--- config.mk ---
export PLATFORM = sky130hd
export DESIGN_NAME = freq_gate_ctrl_flat
export DESIGN_NICKNAME = d
export VERILOG_FILES = /design/src/rtl/freq_gate_pkg.sv /design/src/rtl/freq_gate_ctrl_if.sv /design/src/rtl/sync_edge_det.sv /design/src/rtl/freq_gate_ctrl.sv /design/src/flat_wrapper.sv
export SDC_FILE = /design/constraint.sdc
export NUM_CORES = 1
export LEC_CHECK = 0
export ABC_AREA = 1
export BUFFER_PORTS_ARGS = -buffer_cell sky130_fd_sc_hd__buf_4
export CELL_PAD_IN_SITES_DETAIL_PLACEMENT = 0
export CELL_PAD_IN_SITES_GLOBAL_PLACEMENT = 1
export CORE_UTILIZATION = 25
export CTS_CLUSTER_DIAMETER = 120
export DETAILED_ROUTE_END_ITERATION = 6
export PLACE_DENSITY_LB_ADDON = 0.1
export SETUP_SLACK_MARGIN = 0.3
export SLEW_MARGIN = 15
export SYNTH_ARGS = -nofsm -noshare
export SYNTH_HDL_FRONTEND = slang
export SYNTH_SLANG_ARGS = --single-unit
--- constraint.sdc ---
create_clock -name clk -period 1.8 [get_ports clk]
set_input_delay 0.27 -clock clk [delete_from_list [all_inputs] [get_ports clk]]
set_output_delay 0.27 -clock clk [all_outputs]
set_load 0.005 [all_outputs]
--- src/rtl/freq_gate_pkg.sv ---
// rtl/freq_gate_pkg.sv - shared types, limits and state decode for the gate-time sequencer
package freq_gate_pkg;

  typedef enum logic [2:0] {
    IDLE,
    CLEAR,
    GATE,
    LATCH,
    DONE
  } gate_state_t;

  // Legal synchronizer depth; fewer than two flops is not metastability-safe.
  localparam int SYNC_STAGES_MIN = 2;
  localparam int SYNC_STAGES_MAX = 4;

  // Per-state output levels, registered alongside the state itself.
  typedef struct packed {
    logic cnt_reset;
    logic cnt_load;
    logic busy;
    logic done;
    logic gate;
  } gate_flags_t;

  function automatic gate_flags_t state_flags(input gate_state_t s);
    gate_flags_t f;
    f           = '0;
    f.busy      = (s != IDLE);
    f.cnt_reset = (s == CLEAR);
    f.gate      = (s == GATE);
    f.cnt_load  = (s == LATCH);
    f.done      = (s == DONE);
    return f;
  endfunction

endpackage

--- src/rtl/freq_gate_ctrl_if.sv ---
// rtl/freq_gate_ctrl_if.sv - control and count-chain signals of the gate-time sequencer
interface freq_gate_ctrl_if #(
  parameter int GATE_W = 16
);

  logic              start;
  logic              cont;
  logic              abort;
  logic [GATE_W-1:0] gate_len;
  logic              cnt_carry;
  logic              cnt_reset;
  logic              cnt_en;
  logic              cnt_load;
  logic              busy;
  logic              done;
  logic              overflow;

  // Host and count chain side.
  modport master (
    output start, cont, abort, gate_len, cnt_carry,
    input  cnt_reset, cnt_en, cnt_load, busy, done, overflow
  );

  // Sequencer side.
  modport slave (
    input  start, cont, abort, gate_len, cnt_carry,
    output cnt_reset, cnt_en, cnt_load, busy, done, overflow
  );

endinterface

--- src/rtl/sync_edge_det.sv ---
// rtl/sync_edge_det.sv - synchronizer and registered rising-edge detect for sig_in
module sync_edge_det
  import freq_gate_pkg::*;
#(
  parameter int SYNC_STAGES = 2
) (
  input  logic clk,
  input  logic reset,
  input  logic sig_in,
  output logic rise_q
);

  // An out-of-range depth is pulled back into the legal range.
  localparam int STAGES = (SYNC_STAGES < SYNC_STAGES_MIN) ? SYNC_STAGES_MIN :
                          (SYNC_STAGES > SYNC_STAGES_MAX) ? SYNC_STAGES_MAX :
                          SYNC_STAGES;

  logic [STAGES-1:0] sync_q;
  logic              last_q;

  // Synchronizer chain; sync_q[STAGES-1] is the safe copy of sig_in.
  always_ff @(posedge clk or posedge reset) begin
    if (reset) begin
      sync_q <= '0;
    end else begin
      sync_q <= {sync_q[STAGES-2:0], sig_in};
    end
  end

  // Compare the safe level with its previous value and register the 0->1 detect,
  // so an edge reaches rise_q SYNC_STAGES+1 clock edges after sig_in moves.
  always_ff @(posedge clk or posedge reset) begin
    if (reset) begin
      last_q <= 1'b0;
      rise_q <= 1'b0;
    end else begin
      last_q <= sync_q[STAGES-1];
      rise_q <= sync_q[STAGES-1] & ~last_q;
    end
  end

endmodule

--- src/rtl/freq_gate_ctrl.sv ---
// rtl/freq_gate_ctrl.sv - gate-time sequencer: clear, count window, load display
module freq_gate_ctrl
  import freq_gate_pkg::*;
#(
  parameter int GATE_W      = 16,
  parameter int SYNC_STAGES = 2
) (
  input  logic             clk,
  input  logic             reset,
  input  logic             sig_in,
  freq_gate_ctrl_if.slave  bus
);

  localparam logic [GATE_W-1:0] ONE = {{(GATE_W-1){1'b0}}, 1'b1};

  gate_state_t       state_q;
  gate_flags_t       flags_q;
  logic [GATE_W-1:0] len_q;
  logic [GATE_W-1:0] win;
  logic              overflow_q;
  logic              rise_q;
  logic [GATE_W-1:0] len_sel;

  sync_edge_det #(
    .SYNC_STAGES (SYNC_STAGES)
  ) u_sync (
    .clk    (clk),
    .reset  (reset),
    .sig_in (sig_in),
    .rise_q (rise_q)
  );

  // A zero length would never reach win==0 cleanly; treat it as a one-cycle window.
  assign len_sel = (bus.gate_len == '0) ? ONE : bus.gate_len;

  // Sequencer: state, registered state decode, window length, window counter, overflow.
  always_ff @(posedge clk or posedge reset) begin
    if (reset) begin
      state_q    <= IDLE;
      flags_q    <= '0;
      len_q      <= '0;
      win        <= '0;
      overflow_q <= 1'b0;
    end else begin
      case (state_q)
        IDLE: begin
          if (bus.start) begin
            len_q   <= len_sel;
            state_q <= CLEAR;
            flags_q <= state_flags(CLEAR);
          end
        end
        CLEAR: begin
          if (bus.abort) begin
            state_q <= IDLE;
            flags_q <= state_flags(IDLE);
          end else begin
            win        <= len_q - ONE;
            overflow_q <= 1'b0;
            state_q    <= GATE;
            flags_q    <= state_flags(GATE);
          end
        end
        GATE: begin
          // Abort wins over window expiry and leaves overflow as it was.
          if (bus.abort) begin
            state_q <= IDLE;
            flags_q <= state_flags(IDLE);
          end else begin
            if (bus.cnt_carry) begin
              overflow_q <= 1'b1;
            end
            if (win == '0) begin
              state_q <= LATCH;
              flags_q <= state_flags(LATCH);
            end else begin
              win <= win - ONE;
            end
          end
        end
        LATCH: begin
          state_q <= DONE;
          flags_q <= state_flags(DONE);
        end
        DONE: begin
          // Continuous mode reuses the captured length for the next window.
          if (bus.cont) begin
            state_q <= CLEAR;
            flags_q <= state_flags(CLEAR);
          end else begin
            state_q <= IDLE;
            flags_q <= state_flags(IDLE);
          end
        end
        default: begin
          state_q <= IDLE;
          flags_q <= state_flags(IDLE);
        end
      endcase
    end
  end

  assign bus.cnt_reset = flags_q.cnt_reset;
  assign bus.cnt_load  = flags_q.cnt_load;
  assign bus.busy      = flags_q.busy;
  assign bus.done      = flags_q.done;
  assign bus.overflow  = overflow_q;
  // Edges whose detect lands outside the window are dropped here.
  assign bus.cnt_en    = rise_q & flags_q.gate;

endmodule

--- src/flat_wrapper.sv ---
// flat-port wrapper written by rule: the top's interface ports become plain ports
module freq_gate_ctrl_flat import freq_gate_pkg::*;
#(
  parameter int GATE_W      = 16,
  parameter int SYNC_STAGES = 2
)
  (clk, reset, sig_in, bus_start, bus_cont, bus_abort, bus_gate_len, bus_cnt_carry, bus_cnt_reset, bus_cnt_en, bus_cnt_load, bus_busy, bus_done, bus_overflow);
  freq_gate_ctrl_if #(.GATE_W(GATE_W)) bus_i ();
  input  logic clk;
  input  logic reset;
  input  logic sig_in;
  input wire logic [$bits(bus_i.start)-1:0] bus_start;
  input wire logic [$bits(bus_i.cont)-1:0] bus_cont;
  input wire logic [$bits(bus_i.abort)-1:0] bus_abort;
  input wire logic [$bits(bus_i.gate_len)-1:0] bus_gate_len;
  input wire logic [$bits(bus_i.cnt_carry)-1:0] bus_cnt_carry;
  output wire logic [$bits(bus_i.cnt_reset)-1:0] bus_cnt_reset;
  output wire logic [$bits(bus_i.cnt_en)-1:0] bus_cnt_en;
  output wire logic [$bits(bus_i.cnt_load)-1:0] bus_cnt_load;
  output wire logic [$bits(bus_i.busy)-1:0] bus_busy;
  output wire logic [$bits(bus_i.done)-1:0] bus_done;
  output wire logic [$bits(bus_i.overflow)-1:0] bus_overflow;
  assign bus_i.start = bus_start;
  assign bus_i.cont = bus_cont;
  assign bus_i.abort = bus_abort;
  assign bus_i.gate_len = bus_gate_len;
  assign bus_i.cnt_carry = bus_cnt_carry;
  assign bus_cnt_reset = bus_i.cnt_reset;
  assign bus_cnt_en = bus_i.cnt_en;
  assign bus_cnt_load = bus_i.cnt_load;
  assign bus_busy = bus_i.busy;
  assign bus_done = bus_i.done;
  assign bus_overflow = bus_i.overflow;
  freq_gate_ctrl #(.GATE_W(GATE_W), .SYNC_STAGES(SYNC_STAGES)) u_core (.clk(clk), .reset(reset), .sig_in(sig_in), .bus(bus_i));
endmodule
==> Word level (Yosys, flattened, before mapping) <==
Index checks and enable logic that the tools add are counted.
{ "totals": {"romBits": 0, "elab_cells": 56, "register_bits": 45, "mem_bits_rw": 0, "memories": 0, "input_bits": 23, "latch_bits": 0, "out_inout_bits": 6} }
{ "op_classes": {"multipliers": 0, "n_eq_ne": 10, "n_reduce_logical": 8, "n_shift": 0, "bitwise_logic": 3, "muxes": 21, "addsub": 2, "div": 0, "n_lt_le_gt_ge": 0} }
{ "op_table": {"columns": ["cell", "count"], "rows": [
  ["16-bit two-way mux", 4],
  ["16-bit zero test", 2],
  ["16-bit case mux with 2 select lines", 1],
  ["16-bit by 1-bit subtractor with 16-bit output, second input constant", 2],
  ["5-bit case mux with 5 select lines", 1],
  ["5-bit two-way mux", 4],
  ["3-bit case mux with 5 select lines", 1],
  ["3-bit two-way mux", 4],
  ["2-bit inequality test, second input constant", 5],
  ["4-bit AND reduction", 2],
  ["3-bit by 2-bit == test with 1-bit output, second input constant", 2],
  ["1-bit two-way mux", 4],
  ["2-bit AND reduction", 2],
  ["3-bit by 1-bit == test with 1-bit output, second input constant", 1],
  ["3-bit == test, second input constant", 1],
  ["3-bit zero test", 1],
  ["3-bit by 2-bit inequality test with 1-bit output, second input constant", 1],
  ["1-bit bitwise AND", 2],
  ["2-bit two-way mux", 1],
  ["1-bit case mux with 2 select lines", 1],
  ["2-bit nonzero test", 1],
  ["1-bit NOT", 1]
]} }

==> Depth between registers and ports, before layout <==
Gate-level depths: netlist of the first run.
{ "logic_depth": {"word_depth": 4, "mapped_depth": 12, "mapped_depth_nobuf": 11} }

==> Modules after synthesis <==
From an unflattened synthesis of the first run, not the netlist that was laid out.
{ "unflattened": {"hier_cells": 358, "hier_area_um2": 2587.5} }
{ "by_module_without_submodules": {"columns": ["module", "seq_area_each_um2", "instances", "area_each_um2", "cells_per_inst"], "rows": [
  ["freq_gate_ctrl", 1001.0, 1, 2473.6, 351],
  ["sync_edge_det", 100.1, 1, 113.9, 7]
]} }

==> Worst setup path before layout of the first run <==
No wires, ideal clock.
{ "synth_path": {"path_kind": "flip-flop to flip-flop", "startpoint": "register u_core.state_q[2]", "endpoint": "register u_core.win[12]", "period_less_slack_ps": 1709, "t_arrival_ps": 1591, "setup_slack_ps": 91, "t_required_ps": 1683, "path_buffers": 0, "path_stages_with_launch": 10, "setup_time_ps": 117, "cell_sequence": "dfrtp_1 > nor2_4 > nand3_1 > nand2_1 > ha_1 > nand3_1 > nor2_4 > nand4_1 > nand3_1 > nand2_1"} }
{ "synth_between": {"elab_chain_cells": 3, "word_cells_on_any_way": 8, "cone_classes": "eq/ne (5); mux (1); reduce/logical (2)"} }
{ "synth_rtl": {"columns": ["item", "line", "source"], "rows": [
  ["from (decl)", "freq_gate_ctrl.sv:16", "gate_state_t state_q;"],
  ["from (signal assigned)", "freq_gate_ctrl.sv:39", "state_q <= IDLE;"],
  ["from (signal assigned)", "freq_gate_ctrl.sv:49", "state_q <= CLEAR;"],
  ["from (signal assigned)", "freq_gate_ctrl.sv:55", "state_q <= IDLE;"],
  ["3-bit by 2-bit == test with 1-bit output or 3-bit by 1-bit == test with 1-bit output (tied branches)", "freq_gate_ctrl.sv:45", "case (state_q)"],
  ["2-bit inequality test (no source line) or 2-bit nonzero test (tied branches)", null, null],
  ["4-bit AND reduction (no source line)", null, null],
  ["to (signal assigned)", "freq_gate_ctrl.sv:58", "win <= len_q - ONE;"],
  ["to (signal assigned)", "freq_gate_ctrl.sv:77", "win <= win - ONE;"],
  ["to (decl)", "freq_gate_ctrl.sv:19", "logic [GATE_W-1:0] win;"]
]} }
Several ways; a longest one is shown, not always the timed one.
A chain may end at the register's enable or synchronous reset.

==> Worst setup path after layout of the first run <==
{ "layout_path": {"startpoint": "register u_core.state_q[0]", "endpoint": "register u_core.win[12]"} }
Same word-level chain as after synthesis.

==> impl_metrics.tcl, run 1 <==
set metrics [dict create \
    synth_area_per_cell_um2 7.19 \
    clock-sinks 44 \
    viasPerCell 4.46 \
    cts-root-buf "clkbuf_8" \
    crit_type "flip-flop to flip-flop" \
    grt_start_max_net_pins 31 \
    grt_pass1_vias 2319 \
    yosysMostFrequentCell "nand2_1" \
    end_kind "flip-flop" \
    syn2layout_area_growth_pct 60.8 \
    min_path_type "input pin to flip-flop" \
    clockBufferDepth 2 \
    ys_ff_latch 44 \
    die_h_um 102 \
    fin_crit_sh 0.959 \
    p_per_area_nw_per_um2 1970 \
    synth_edf_count 0 \
    seq_area_um2 1100 \
    internal_power_uw 4200 \
    fin_area_um2 4040 \
    track_usage 0.158 \
    ant_nets 0 \
    fin_crit_ns 1.73 \
    async_reset_ff_frac 1.00 \
    finalHoldViolCount 0 \
    slew_viol_final 0 \
    yosys_warnings 0 \
    cpPeakStageDelay_ns 0.42 \
    synth_area_leaders "dfrtp_1, nand2_1, nand3_1" \
    start_kind "flip-flop" \
    multi_input_area_um2 1690 \
    fill_cells 1032 \
    postPlaceCellArea_um2 3020 \
    synth_cell_types 28 \
    grt_setup_unrepaired "yes" \
    pwr-share-comb 0.672 \
    p_leak_uw 0.00191 \
    rows 36 \
    switchingPower_uw 3740 \
    dieArea_um2 10400 \
    grt_pass1_wl_mm 12.3 \
    clock_latency_ns 0.31 \
    crit_required_ns 2.01 \
    drc_errors 0 \
    drive_gt1_frac 0.462 \
    dieWidth_um 102 \
    setup_ws_ns 0.0735 \
    seq_area_frac_synth 0.439 \
    syn_area_um2 2510 \
    critical_path.slowest_cell "dfrtp_1" \
    post_drt_wl_per_cell_um 14.6 \
    antenna_found_initial 0 \
    slew_headroom 0.677 \
    pin_count 29 \
    tightest_slew_ns 0.480 \
    cts_tree "built" \
    status "completed" \
    cap_viol_max_count 0 \
    io_buffer_count 28 \
    pre_cts_slack_ns 0.0323 \
    n_antenna_cell 0 \
    drt_first_pass_iters 4 \
    p_clk_frac 0.107 \
    dp_hpwl_mm 5.36 \
    initial_utilization 0.258 \
    power.share.switching 0.471 \
    drtIter0Drc 130 \
    clock_skew_ns 0.00733 \
    irDropWorstVdd_mv 0.527 \
    synth_fp_nets 373 \
    synth_flop_cell "dfrtp_1" \
    core_area_um2 9730 \
    gr-total-overflow 0 \
    cts_max_level 2 \
    yosysTopAreaCellShare 0.439 \
    netlist_instances 349 \
    path_cells "nor2_4 > buf_12 > nand3_4 > nand2_4 > ha_4 > nand3_4 > nor2_4 > nand4_1 > nand3_1 > nand2_1" \
    wirelength_mm 8.11 \
    setup_violations 0 \
    max_freq_mhz 579 \
    synth_common_cells "nand2_1, dfrtp_1, nand3_1" \
    gp_congestion 0.784 \
    crit_arrival_ns 1.93 \
    critPathMaxFanout 7 \
    numCtsBuffers 5 \
    num-nets-final 447 \
    vias 2485 \
    synth_top_area_cell "dfrtp_1" \
    path_clk_slew_ns 0.10 \
    pwr-share-seq 0.222 \
]
## stage by stage
step,hold WS (ns),std cells,utilization,total power [µW],setup TNS (ns)
CTS,0.0463,533,0.349,6520,0
detailed placement,0.290,513,0.310,5010,0
global placement,0.280,513,0.310,5060,-0.0494
global route,0.0369,557,0.415,8570,-0.202
finish,0.0596,557,0.415,7940,0
floorplan,0.301,349,-,3950,0
## cell families after synthesis
logic type	count (synthesis)	synth area share
xor+xnor	3	0.0105
simple gates	213	0.382
flops	44	0.439
compound gates	34	0.0718
fa+ha+maj	1	0.00498
buf+inv	54	0.0917
## layout make-up
class / instances / share of cell area
inverter: 42 / 0.0428
timing repair buffer: 75 / 0.192
timing repair inverter: 1 / 0.00217
clock buffer: 5 / 0.0171
clock inverter: 3 / 0.0124
multi-input combinational: 254 / 0.418
tap: 133 / 0.0412
sequential: 44 / 0.274
## what timing repair did
action / in CTS / in global routing
endpoints found under the setup margin: 37 / 36
pin swaps: 19 / 54
cloned: 4 / 6
setup buffers: 7 / 18
hold endpoints to repair: 14 / 0
hold buffers: 1 / 0
gates resized for setup: 38 / 124
## cells in the final DEF (no fill, tap or decap), types with 2 or more instances in the layout
cell,n
inv_1,33
nand2_4,19
nor3b_2,2
dfrtp_1,41
buf_12,7
o21ai_1,21
buf_6,8
inv_6,2
clkbuf_8,5
nand2_8,3
nor2_2,6
o21ai_2,6
nor2_4,10
nand4_1,7
nand3_2,9
nor4_1,4
xor2_1,2
clkbuf_16,4
nand3_4,3
buf_8,3
nand3b_1,3
inv_2,7
nor2_1,8
buf_4,52
nand2_2,36
nand3_1,32
nand2_1,71
dfrtp_2,3
o21ai_0,3
## per-layer routing
metal	GRT usage	share of wire	vias up
met5	0	0	-
met4	0.0462	0.0093	0
met3	0.0185	0.026	6
met2	0.240	0.47	43
met1	0.236	0.50	1164
li1	-	-	1272
## critical path: cells and delay by family, from the launching register on
family | cells | cell delay [ns]
simple gates | 8 | 0.87
flops | 1 | 0.42
buf+inv | 1 | 0.15
fa+ha+maj | 1 | 0.15
## state kept, by name, summed over array words and instances (netlist names)
signal                flops
u_core.bus.busy           1
u_core.bus.cnt_load       1
u_core.bus.cnt_reset      1
u_core.bus.overflow       1
u_core.flags_q            1
u_core.len_q             16
u_core.state_q            3
u_core.u_sync.last_q      1
u_core.u_sync.rise_q      1
u_core.u_sync.sync_q      2
u_core.win               16
## power by group through the flow
stage                     clock network [µW]  registers, µW  logic, µW
after floorplan                            0           1640       2310
after global placement                     0           1730       3340
after detailed placement                   0           1710       3300
after CTS                                881           1730       3900
after global routing                     918           1810       5840
final                                    848           1760       5330
## final timing paths
| check | depth (start not counted) | to | from | slack, ns |
|---|---|---|---|---|
| worst max-delay path | 10 | u_core.win[12]$_DFFE_PP0P_ | u_core.state_q[0]$_DFFE_PP0P_ | 0.07 |
| worst min-delay path | 1 | u_core.u_sync.sync_q[0]$_DFF_PP0_ | sig_in | 0.06 |
| worst max register to register | 10 | u_core.win[12]$_DFFE_PP0P_ | u_core.state_q[0]$_DFFE_PP0P_ | 0.07 |
| worst min register to register | 0 | u_core.u_sync.sync_q[1]$_DFF_PP0_ | u_core.u_sync.sync_q[0]$_DFF_PP0_ | 0.36 |
| max in group asynchronous | 4 | u_core.state_q[2]$_DFFE_PP0P_ | reset | 0.80 |
| min in group asynchronous | 3 | u_core.len_q[15]$_DFFE_PP0P_ | reset | 0.50 |
(Power assumes the default switching activity.)
==> run 2: changes to the inputs <==
--- a/config.mk
+++ b/config.mk
@@ -11,10 +11,12 @@
 export CELL_PAD_IN_SITES_GLOBAL_PLACEMENT = 1
 export CORE_UTILIZATION = 25
 export CTS_CLUSTER_DIAMETER = 120
+export CTS_CLUSTER_SIZE = 12
 export DETAILED_ROUTE_END_ITERATION = 6
 export PLACE_DENSITY_LB_ADDON = 0.1
 export SETUP_SLACK_MARGIN = 0.3
 export SLEW_MARGIN = 15
 export SYNTH_ARGS = -nofsm -noshare
 export SYNTH_HDL_FRONTEND = slang
+export SYNTH_HIERARCHICAL = 1
 export SYNTH_SLANG_ARGS = --single-unit
==> impl_metrics.tcl, run 2 <==
set metrics [dict create \
    status "completed" \
    n_antenna_cell 0 \
    multi_input_area_um2 1430 \
    ant_nets 0 \
    antenna_found_initial 0 \
    drive_gt1_frac 0.373 \
    fin_crit_ns 1.78 \
    die_h_um 104 \
    ys_ff_latch 44 \
    dieArea_um2 10800 \
    finalSetupTns_ns 0 \
    top_regs "u_core/len_q (16), u_core/win (16), u_core/state_q (3)" \
    synth-simple-area-share 0.379 \
    path_cells "inv_2 > nand3_4 > buf_6 > nand2_2 > nand2_4 > ha_4 > nand3_4 > buf_4 > buf_6 > inv_4 > nand2_1 > nand2_1 > nand3_1 > nand2_1" \
    syn_area_um2 2590 \
    gr-total-overflow 0 \
    crit_type "flip-flop to flip-flop" \
    max_freq_mhz 563 \
    synth_fp_nets 382 \
    fill_cells 1063 \
    dp_hpwl_mm 5.83 \
    crit_family "simple AND/OR/NAND/NOR gates" \
    synth_common_cells "nand2_1, inv_1, dfrtp_1" \
    cts-root-buf "clkbuf_8" \
    synthAdderAreaFrac 0.00484 \
    initial_utilization 0.261 \
    track_usage 0.159 \
    cts_tree "built" \
    vias 2542 \
    muxShareOfSynthArea 0 \
    gp_congestion 0.767 \
    grt_start_max_net_pins 25 \
    synth_top_family_by_area "simple AND/OR/NAND/NOR gates" \
    synth_flop_cell "dfrtp_1" \
    holdWs_ns 0.0694 \
    pin_count 29 \
    p_per_area_nw_per_um2 1850 \
    final_cell_mix "nand2_1, buf_4, dfrtp_1, inv_1, nand3_1" \
    slew_headroom 0.603 \
    post_drt_wl_per_cell_um 14.5 \
    synth_edf_count 0 \
    wirelength_mm 8.27 \
    drc_errors 0 \
    cap_viol_max_count 0 \
    synth_area_per_cell_um2 7.23 \
    rows 36 \
    path_clk_slew_ns 0.09 \
    placed_cells 534 \
    numCtsBuffers 5 \
    fin_crit_sh 0.987 \
    num-nets-final 460 \
    start_kind "flip-flop" \
    clock_latency_ns 0.30 \
    end_kind "flip-flop" \
    finalNonFillerCells 570 \
    synth_compound_area_frac 0.0735 \
    yosys_warnings 6 \
    grt_pass1_wl_mm 13.3 \
    synth_xor_xnor_area_share 0.00677 \
    seq_area_frac_synth 0.426 \
    synth_top_area_cell "dfrtp_1" \
    seq_area_um2 1100 \
    core_area_um2 9910 \
    cts_max_level 2 \
    viasPerCell 4.46 \
    cp.buffers_inverters 5 \
    crit_required_ns 1.99 \
    grt_setup_unrepaired "yes" \
    final_core_util 0.390 \
    setup_violations 0 \
    irDropWorstVdd_mv 0.603 \
    slew_viol_final 0 \
    critical_path.slowest_cell "dfrtp_1" \
    final_common_cell "nand2_1" \
    syn2layout_area_growth_pct 49.3 \
    yosysTopAreaCellShare 0.426 \
    async_reset_ff_frac 1.00 \
    synth_area_leaders "dfrtp_1, nand2_1, inv_1" \
    netlist_instances 358 \
    min_path_type "input pin to flip-flop" \
    cpPeakStageDelay_ns 0.40 \
    clock_skew_ns 0.00674 \
    p_leak_uw 0.00190 \
    finalHoldViolCount 0 \
    clockBufferDepth 2 \
    tightest_slew_ns 0.591 \
    synth_cell_types 27 \
    yosysMostFrequentCell "nand2_1" \
    crit_arrival_ns 1.97 \
    dieWidth_um 104 \
    grt_pass1_vias 2572 \
    path_common_cell "nand2_1" \
    drtIter0Drc 63 \
    drt_first_pass_iters 4 \
    critPathMaxFanout 5 \
    io_buffer_count 28 \
    clock-sinks 44 \
]
-- run 2: report_power, final --
group | internal, µW | switching (µW)
clock network | 455 | 370
logic | 2070 | 2580
registers | 1420 | 252
total | 3940 | 3200
-- run 2: final timing paths --
kind                                                    from                                end  slack, ns  cells after the start
setup reg to reg               u_core/state_q[0]$_DFFE_PP0P_          u_core/win[8]$_DFFE_PP0P_       0.02                     14
hold / removal                                        sig_in  u_core/u_sync/sync_q[0]$_DFF_PP0_       0.07                      1
max in group asynchronous                              reset      u_core/state_q[2]$_DFFE_PP0P_       0.65                      4
setup / recovery               u_core/state_q[0]$_DFFE_PP0P_          u_core/win[8]$_DFFE_PP0P_       0.02                     14
hold reg to reg            u_core/u_sync/sync_q[0]$_DFF_PP0_  u_core/u_sync/sync_q[1]$_DFF_PP0_       0.36                      0
min in group asynchronous                              reset     u_core/u_sync/rise_q$_DFF_PP0_       0.41                      3
-- run 2: logic make-up (layout without fill, tap and decap cells) --
group | Yosys count | in the layout
and+or+nand+nor | 209 | 209
buffers and inverters | 66 | 145
DFF | 44 | 44
AOI/OAI and AO/OA | 36 | 36
xor gates and xnor gates | 2 | 2
adders and majority gates | 1 | 1
-- run 2: per-stage QoR --
step	setup slack, ns	power, µW	cell area [µm²]
final	0.0235	7140	3860
after global routing	-0.117	7750	3860
after CTS	0.0122	6590	3570
after detailed placement	-0.0948	5160	3180
after global placement	-0.103	5150	3180
after floorplan	0.135	3980	2650
-- run 2: area by class of cell --
type                    count  share of cell area
multi-input cells         248               0.370
repair buffers             84               0.216
clock buffers               6              0.0214
flip-flops and latches     44               0.286
clock inverters             2              0.0100
inverters                  53              0.0531
well taps                 133              0.0431
-- run 2: layer usage --
layer	vias to the layer above	global-route usage	share of wire
met5	-	0	0
met4	0	0.0337	0.0046
met3	2	0.0214	0.014
met2	19	0.281	0.52
met1	1231	0.206	0.46
li1	1290	-	-
-- run 2: what timing repair did --
item	CTS	global route
setup buffers	12	11
cloned	2	2
endpoints found under the hold margin	15	0
resized for setup	34	53
hold buffers	1	0
pin swaps	3	19
setup endpoints to repair	28	36
==> run 3: changes to the inputs <==
--- a/config.mk
+++ b/config.mk
@@ -5,7 +5,7 @@
 export SDC_FILE = /design/constraint.sdc
 export NUM_CORES = 1
 export LEC_CHECK = 0
-export ABC_AREA = 1
+export ABC_AREA = 0
 export BUFFER_PORTS_ARGS = -buffer_cell sky130_fd_sc_hd__buf_4
 export CELL_PAD_IN_SITES_DETAIL_PLACEMENT = 0
 export CELL_PAD_IN_SITES_GLOBAL_PLACEMENT = 1
==> impl_metrics.tcl, run 3 <==
set metrics [dict create \
    status "finished, violations left" \
    violations "negative setup slack" \
    r2r_setup_slack_ns -0.58 \
    tightest_slew_ns 0.677 \
    numCtsBuffers 5 \
    ant_nets 0 \
    syn_area_um2 2570 \
    drc_errors 0 \
    slew_headroom 0.546 \
    dieWidth_um 103 \
    drive_gt1_frac 0.441 \
    final_common_cell "buf_4" \
    synth_cell_types 51 \
    holdCritStartpoint "sig_in" \
    cts_max_level 2 \
    placed_cells 504 \
    gp_congestion 0.797 \
    clock_skew_ns 0.00696 \
    grt_start_max_net_pins 25 \
    irDropWorstVdd_mv 0.608 \
    n_antenna_cell 0 \
    top_regs "u_core/len_q (16), u_core/win (16), u_core/state_q (3)" \
    post_drt_wl_per_cell_um 16.1 \
    antenna_found_initial 0 \
    critPathMaxFanout 8 \
    synth_common_cells "dfrtp_1, nor2_1, nor3_1" \
    pin_count 29 \
    cp.buffers_inverters 2 \
    synth_top_family_by_area "simple AND/OR/NAND/NOR gates" \
    cts-root-buf "clkbuf_8" \
    crit_required_ns 2.03 \
    core_area_um2 9860 \
    path_clk_slew_ns 0.09 \
    final_cell_mix "buf_4, dfrtp_1, nor2_1, nor3_1" \
    grt_pass1_vias 2491 \
    dp_hpwl_mm 6.17 \
    ys_ff_latch 44 \
    fin_crit_sh 1.32 \
    fin_crit_ns 2.38 \
    yosysMostFrequentCell "dfrtp_1" \
    path_common_cell "or4_4" \
    start_kind "flip-flop" \
    yosysTopAreaCellShare 0.429 \
    netlist_instances 281 \
    crit_arrival_ns 2.61 \
    synth_compound_area_frac 0.195 \
    yosys_warnings 6 \
    drtIter0Drc 107 \
    min_path_cells 1 \
    gr-total-overflow 0 \
    postPlaceCellArea_um2 3570 \
    crit_type "flip-flop to flip-flop" \
    crit_start "u_core/win[10]$_DFFE_PP0P_" \
    io_buffer_count 28 \
    synth_area_leaders "dfrtp_1, mux2_2, nor3_1" \
    initial_utilization 0.260 \
    drt_first_pass_iters 4 \
    clockBufferDepth 2 \
    setup_ws_ns -0.580 \
    worstReg2RegStart "u_core/win[10]$_DFFE_PP0P_" \
    track_usage 0.173 \
    synth_xor_xnor_area_share 0.00682 \
    cts_tree "built" \
    fin_area_um2 3930 \
    finalNonFillerCells 521 \
    syn2layout_area_growth_pct 52.9 \
    crit_family "simple AND/OR/NAND/NOR gates" \
    synth_area_per_cell_um2 9.14 \
    clock_latency_ns 0.30 \
    dieArea_um2 10700 \
    grt_setup_unrepaired "yes" \
    num-nets-final 411 \
    synth_top_area_cell "dfrtp_1" \
    hold_path_end "u_core/u_sync/sync_q[0]$_DFF_PP0_" \
    viasPerCell 4.87 \
    slew_viol_final 0 \
    synthAdderAreaFrac 0.00487 \
    finalHoldViolCount 0 \
    power_uw 6260 \
    synth_edf_count 0 \
    fill_cells 1012 \
    clock-sinks 44 \
    p_per_area_nw_per_um2 1590 \
    setup_violations 21 \
    min_path_type "input pin to flip-flop" \
    path_cells "or4_4 > or4_4 > o31ai_4 > buf_6 > nand2_4 > buf_12 > and4_1 > a211oi_2" \
    cpPeakStageDelay_ns 0.54 \
    critical_path.slowest_cell "or4_4" \
    muxShareOfSynthArea 0.0945 \
    synth_fp_nets 305 \
    end_kind "flip-flop" \
    die_h_um 103 \
    rr_endpoint "u_core/win[9]$_DFFE_PP0P_" \
    seq_area_frac_synth 0.429 \
    vias 2539 \
    grt_pass1_wl_mm 13.7 \
    async_reset_ff_frac 1.00 \
    wirelength_mm 8.39 \
    synth-simple-area-share 0.236 \
    max_freq_mhz 420 \
    ff2ff_path_depth 8 \
    synth_flop_cell "dfrtp_1" \
    p_leak_uw 0.00166 \
    cap_viol_max_count 0 \
    rows 36 \
]
==> run 3: metrics by stage <==
step / utilization / setup slack (ns) / hold slack [ns] / setup TNS, ns
6_report: 0.398 / -0.580 / 0.0752 / -10.40
5_1_grt: 0.398 / -0.655 / 0.0596 / -12.12
4_1_cts: 0.393 / -0.547 / 0.0645 / -9.85
3_5_place_dp: 0.361 / -0.603 / 0.176 / -10.88
3_3_place_gp: 0.361 / -0.527 / 0.170 / -9.74
2_1_floorplan: - / -0.738 / 0.0361 / -13.13
==> run 3: cell type report <==
type / instances / area [µm²] / share of cell area
multi-input combinational: 216 / 1580 / 0.402
sequential: 44 / 1100 / 0.281
inverter: 6 / 22.5 / 0.00574
tap: 133 / 166 / 0.0424
timing repair buffer: 114 / 966 / 0.246
clock buffer: 8 / 90.1 / 0.0230
==> run 3: worst max path at each step <==
stage / slack (ns) / to / cells after the start
floorplan: -0.74 / u_core/win[10]$_DFFE_PP0P_ / 11
global placement: -0.53 / u_core/bus.cnt_reset$_DFFE_PP0P_ / 6
detailed placement: -0.60 / u_core/bus.cnt_load$_DFFE_PP0P_ / 6
CTS: -0.55 / u_core/win[12]$_DFFE_PP0P_ / 7
global route: -0.66 / u_core/win[9]$_DFFE_PP0P_ / 8
finish: -0.58 / u_core/win[9]$_DFFE_PP0P_ / 8
==> run 3: repair_timing <==
action | in CTS | in global routing
resized for setup | 40 | 11
buffers inserted | 7 | 1
hold buffers | 1 | 0
pin swaps | 7 | 5
endpoints found under the hold margin | 4 | 0
endpoints found under the setup margin | 37 | 37
==> run 3: cell families (layout without fill, tap and decap cells) <==
family,Yosys count,after routing
AOI/OAI and AO/OA,75,75
xor gates and xnor gates,2,2
adders and majority gates,1,1
DFF,44,44
and+or+nand+nor,116,116
muxes,22,22
buffers and inverters,21,128
==> run 3: per-layer routing <==
layer / wire length [µm] / up-vias / GRT usage / part of all wire
met4: 75 / 0 / 0.0390 / 0.0089
met1: 4340 / 1238 / 0.255 / 0.52
met3: 224 / 6 / 0.0228 / 0.027
li1: - / 1258 / - / -
met2: 3740 / 37 / 0.267 / 0.45
met5: 0 / - / 0 / 0
==> run 3: where the power goes <==
group          switching, µW  internal (µW)
combinational           1790           2070
sequential               287           1430
clock                    366            314
total                   2440           3820
